[config.mk]
export PLATFORM = sky130hd
export DESIGN_NAME = uart_tx_arbiter
export DESIGN_NICKNAME = d
export VERILOG_FILES = /design/src/rtl/uart_tx_arbiter.sv
export SDC_FILE = /design/constraint.sdc
export NUM_CORES = 1
export LEC_CHECK = 0
export BUFFER_PORTS_ARGS = -buffer_cell sky130_fd_sc_hd__buf_4
export CAP_MARGIN = 20
export CORE_MARGIN = 5
export CORE_UTILIZATION = 50
export DETAILED_ROUTE_END_ITERATION = 8
export GPL_TIMING_DRIVEN = 1
export PLACE_DENSITY = 0.78
export SYNTH_ARGS = -nofsm -noshare
export SYNTH_HDL_FRONTEND = slang
export SYNTH_SLANG_ARGS = --single-unit
[constraint.sdc]
create_clock -name i_clk -period 5.5 [get_ports i_clk]
set_input_delay 0.55 -clock i_clk [delete_from_list [all_inputs] [get_ports i_clk]]
set_output_delay 0.55 -clock i_clk [all_outputs]
set_load 0.1 [all_outputs]
[src/rtl/uart_tx_arbiter.sv]
// Round-robin arbiter sharing one uart_tx among NUM_REQ byte sources.
// Optional macro UART_TX_ARBITER_LOCK_EN adds i_lock for back-to-back multi-byte messages.
module uart_tx_arbiter #(
  parameter int unsigned NUM_REQ        = 4,
  parameter int unsigned TIMEOUT_CYCLES = 32768
) (
  input  logic                   i_clk,
  input  logic                   i_rst,
  input  logic [NUM_REQ-1:0]     i_req,
  input  logic [8*NUM_REQ-1:0]   i_data,
`ifdef UART_TX_ARBITER_LOCK_EN
  input  logic [NUM_REQ-1:0]     i_lock,
`endif
  output logic [NUM_REQ-1:0]     o_ack,
  output logic [NUM_REQ-1:0]     o_err,
  output logic [NUM_REQ-1:0]     o_grant,
  output logic                   o_tx_start,
  output logic [7:0]             o_tx_data,
  input  logic                   i_tx_busy,
  output logic                   o_active
);

  localparam int unsigned IW = (NUM_REQ > 1) ? $clog2(NUM_REQ) : 1;
  localparam int unsigned TW = $clog2(TIMEOUT_CYCLES);

  typedef enum logic [1:0] {IDLE, START, SEND} state_e;

  state_e               state_q;
  logic [IW-1:0]        ptr_q;
  logic [IW-1:0]        win_q;
  logic [TW-1:0]        timer_q;
  logic [NUM_REQ-1:0]   ack_q;
  logic [NUM_REQ-1:0]   err_q;
  logic [NUM_REQ-1:0]   grant_q;
  logic                 start_q;
  logic [7:0]           data_q;
  logic                 active_q;

  logic                 arb_vld;
  logic [IW-1:0]        arb_idx;
  int unsigned          cand;
  logic                 lock_hit;

  // First requester at or above the pointer, wrapping around.
  always_comb begin
    arb_vld = 1'b0;
    arb_idx = '0;
    cand    = 0;
    for (int unsigned k = 0; k < NUM_REQ; k++) begin
      cand = (32'(ptr_q) + k) % NUM_REQ;
      if (!arb_vld && i_req[IW'(cand)]) begin
        arb_vld = 1'b1;
        arb_idx = IW'(cand);
      end
    end
  end

`ifdef UART_TX_ARBITER_LOCK_EN
  assign lock_hit = i_lock[win_q] & i_req[win_q];
`else
  assign lock_hit = 1'b0;
`endif

  always_ff @(posedge i_clk or posedge i_rst) begin
    if (i_rst) begin
      state_q  <= IDLE;
      ptr_q    <= '0;
      win_q    <= '0;
      timer_q  <= '0;
      ack_q    <= '0;
      err_q    <= '0;
      grant_q  <= '0;
      start_q  <= 1'b0;
      data_q   <= '0;
      active_q <= 1'b0;
    end else begin
      ack_q <= '0;
      err_q <= '0;
      case (state_q)
        IDLE: begin
          if (!i_tx_busy && arb_vld) begin
            win_q    <= arb_idx;
            grant_q  <= NUM_REQ'(1) << arb_idx;
            data_q   <= i_data[8*32'(arb_idx) +: 8];
            start_q  <= 1'b1;
            timer_q  <= '0;
            ptr_q    <= IW'((32'(arb_idx) + 1) % NUM_REQ);
            state_q  <= START;
            active_q <= 1'b1;
          end
        end
        // Busy rising wins over the timeout when both land on the same edge.
        START: begin
          if (i_tx_busy) begin
            start_q <= 1'b0;
            ack_q   <= NUM_REQ'(1) << win_q;
            state_q <= SEND;
          end else if (timer_q == TW'(TIMEOUT_CYCLES - 1)) begin
            start_q  <= 1'b0;
            err_q    <= NUM_REQ'(1) << win_q;
            grant_q  <= '0;
            state_q  <= IDLE;
            active_q <= 1'b0;
          end else begin
            timer_q <= timer_q + TW'(1);
          end
        end
        // Data stays put until the transmitter drops busy.
        SEND: begin
          if (!i_tx_busy) begin
            if (lock_hit) begin
              data_q  <= i_data[8*32'(win_q) +: 8];
              start_q <= 1'b1;
              timer_q <= '0;
              state_q <= START;
            end else begin
              grant_q  <= '0;
              state_q  <= IDLE;
              active_q <= 1'b0;
            end
          end
        end
        default: begin
          state_q  <= IDLE;
          active_q <= 1'b0;
        end
      endcase
    end
  end

  assign o_ack      = ack_q;
  assign o_err      = err_q;
  assign o_grant    = grant_q;
  assign o_tx_start = start_q;
  assign o_tx_data  = data_q;
  assign o_active   = active_q;

endmodule

==> summary.txt <==
status -> complete, no violations
Post-synth EDFFs -> 0
Clock transition at path regs -> 0.09 ns
clk root buf -> clkbuf_8
ant diodes -> 0
synthesized area -> 2450 µm²
H-tree levels -> 2
Net Count, Synth -> 296
drc violations -> 0
initial core utilization -> 51.6%
Clock Skews -> 0.00684 ns
Fin Setup TNS -> 0 ns
unrepaired setup endpoints after global routing -> no
hold buffers post-CTS -> 0
crit path max-delay cell type -> or3_2
Slew Limit Fails -> 0
initial antenna violation count -> 0
Die Wd -> 80.0 µm
Final ANT Viol Nets -> 0
worst hold slack -> 0.384 ns
Die Ht -> 80.0 µm
number of core rows -> 25
Gate Count Post-Synth -> 249
Primary FF master, synth -> dfrtp_1
share of layout cells above drive strength 1 -> 28.8%
CORE AREA -> 4750 µm²
Slew HR -> 37.3%
Hold Fails Final Rpt -> 0
VDD IR max -> 0.444 mV
f_max -> 383 MHz
Nets -> 355
GP Congestion -> 0.862
vias in the first global route -> 2073
Routed wire per std cell -> 15.3 µm
vias per cell -> 5.56
worst hold path type -> in2async
Initial DRC Count -> 193
port bufs -> 60
vias after detailed routing -> 2091
largest delay contributor family on the critical path -> simple AND/OR/NAND/NOR gates
first-pass GRT wire length -> 9580 µm
Final Setup Violations -> 0
setup bufs post-CTS -> 0
Overflow after GRT -> 0
pin count of the biggest net entering global routing -> 44
ys async rst share -> 100%
Req. time, crit path -> 5.72 ns
post-CTS sizing -> 0
number of synthesized register bits -> 43
post-synthesis sequential area ratio -> 43.9%
final wirelength -> 5760 µm
CTS sink cnt -> 43
yosys warns -> 0
total power of the final layout -> 0.00171 W
Syn Area/Cell -> 9.85 µm²
area added between synthesis and finish -> 26.0%
drt pass-1 iters -> 4
kind of critical path -> reg2reg
Crit Path Max Fanout -> 15
crit path DAT -> 2.83 ns
Power per Cell Area -> 552 nW/µm²
Worst Max-Slew Pin Slew -> 0.938 ns
HPWL Detailed -> 4240 µm
die area -> 6410 µm²
Distinct cells, synth -> 46
GRT Util Overall -> 19.1%
Num CTS Buffers -> 5
Period Utilization, post-route -> 47.4%
min Tclk post-route -> 2.61 ns
clock tree buffer depth -> 2
I/O pin count -> 61
critical path cell sequence -> inv_1 > ha_1 > nor2_1 > a211oi_4 > nand4_1 > or3_2 > a21oi_1
CP Launch Type -> flop
CTS tree -> done
CP bufs+invs -> 1
Setup crit end kind -> flop
Max-Cap Viols -> 0
max incr delay on CP -> 0.50 ns
Lkg Pwr -> 1.43 nW
clk_lat worst skew -> 0.30 ns
==> cell families after synthesis <==
group	Yosys count	synth area share [%]
AND/OR/NAND/NOR	106	26.3
AO/OA/AOI/OAI	55	14.2
flip-flops	43	43.9
buffers and inverters	19	3.47
multiplexers	14	6.58
adder cells (fa/ha/maj)	8	4.08
XOR/XNOR	4	1.43
==> stage by stage <==
stage	std cells	instance area [µm²]	util [%]	setup slack [ns]
3_5_place_dp	367	2940	61.9	2.37
4_1_cts	375	3080	64.8	2.63
3_3_place_gp	367	2940	61.9	2.48
5_1_grt	376	3090	65.0	2.70
6_report	376	3090	65.0	2.89
2_1_floorplan	249	2450	-	3.21
==> cell usage after synthesis, types with 6 or more instances <==
library cell   n  share of area (%)
nand3_1        7                1.4
ha_1           8                4.1
o22ai_1        8                2.0
a211oi_1       8                2.4
mux2i_1        9                3.7
a21oi_1       10                2.0
nor3b_1       11                3.4
nor2b_1        9                2.3
nand4_1        6                1.5
nand2_1       22                3.4
nor2_1        16                2.4
o21ai_0       22                4.5
dfrtp_1       43                 44
clkbuf_1       6               0.92
inv_1          8                1.2
==> placed cells by master (no fill, tap or decap), types with 2 or more instances in the layout <==
| master | count |
|---|---|
| a211oi_1 | 8 |
| a21oi_1 | 10 |
| and2_1 | 2 |
| and3_1 | 4 |
| buf_4 | 61 |
| bufinv_16 | 2 |
| clkbuf_8 | 5 |
| dfrtp_1 | 43 |
| ha_1 | 8 |
| inv_1 | 8 |
| mux2_4 | 4 |
| mux2i_1 | 9 |
| nand2_1 | 22 |
| nand2b_1 | 2 |
| nand3_1 | 7 |
| nand4_1 | 6 |
| nor2_1 | 16 |
| nor2b_1 | 9 |
| nor3_1 | 3 |
| nor3b_1 | 11 |
| nor4_1 | 2 |
| nor4b_1 | 3 |
| o21ai_0 | 22 |
| o22ai_1 | 8 |
| or3_1 | 3 |
| or3_2 | 4 |
| or4_1 | 4 |
| xor2_1 | 4 |
==> cell type report <==
type                            count  area, µm²
Clock buffer                        5       68.8
Clock inverter                      3       67.6
Fill cell                         413       1660
Inverter                            9       33.8
Multi-Input combinational cell    187       1290
Sequential cell                    43       1080
Tap cell                           67       83.8
Timing Repair Buffer               62        469
==> power breakdown <==
group          total [W]  switching [W]  leakage, nW  internal (W)
sequential      0.000466      0.0000672        0.563      0.000399
combinational   0.000947       0.000679        0.805      0.000268
clock           0.000294       0.000113       0.0644      0.000181
total            0.00171       0.000859         1.43      0.000848
==> registers in the layout, indices dropped and copies added, names as in the netlist <==
name,cells
ptr_q,2
win_q,2
timer_q,15
o_active,1
o_tx_data,8
o_err,4
state_q,2
o_grant,4
o_tx_start,1
o_ack,4
==> final timing paths <==
path	cells after the start	slack, ns	endpoint	from
setup / recovery	7	2.89	timer_q[7]	state_q[1]
hold / removal	3	0.38	o_tx_data[2]	i_rst
setup reg to reg	7	2.89	timer_q[7]	state_q[1]
hold reg to reg	1	0.54	o_grant[2]	o_grant[2]
max in group asynchronous	3	4.74	timer_q[11]	i_rst
min in group i_clk	2	0.53	o_err[3]	i_tx_busy
==> metal layers <==
metal | routed length (µm) | vias to the layer above | part of all wire (%) | track usage [%]
met5 | 0 | - | 0 | 0
met4 | 97 | 0 | 1.7 | 7.43
li1 | - | 1023 | - | -
met2 | 2960 | 46 | 51 | 31.1
met1 | 2470 | 1015 | 43 | 24.1
met3 | 240 | 7 | 4.2 | 4.74
==> worst reg2reg max path, delay by kind of cell (launching register included) <==
kind,cells,cell delay [ns]
compound gates,2,0.54
fa+ha+maj,1,0.48
buf+inv,1,0.08
flops,1,0.41
simple gates,3,1.02
No activity file was read; power rests on OpenSTA's default activity.
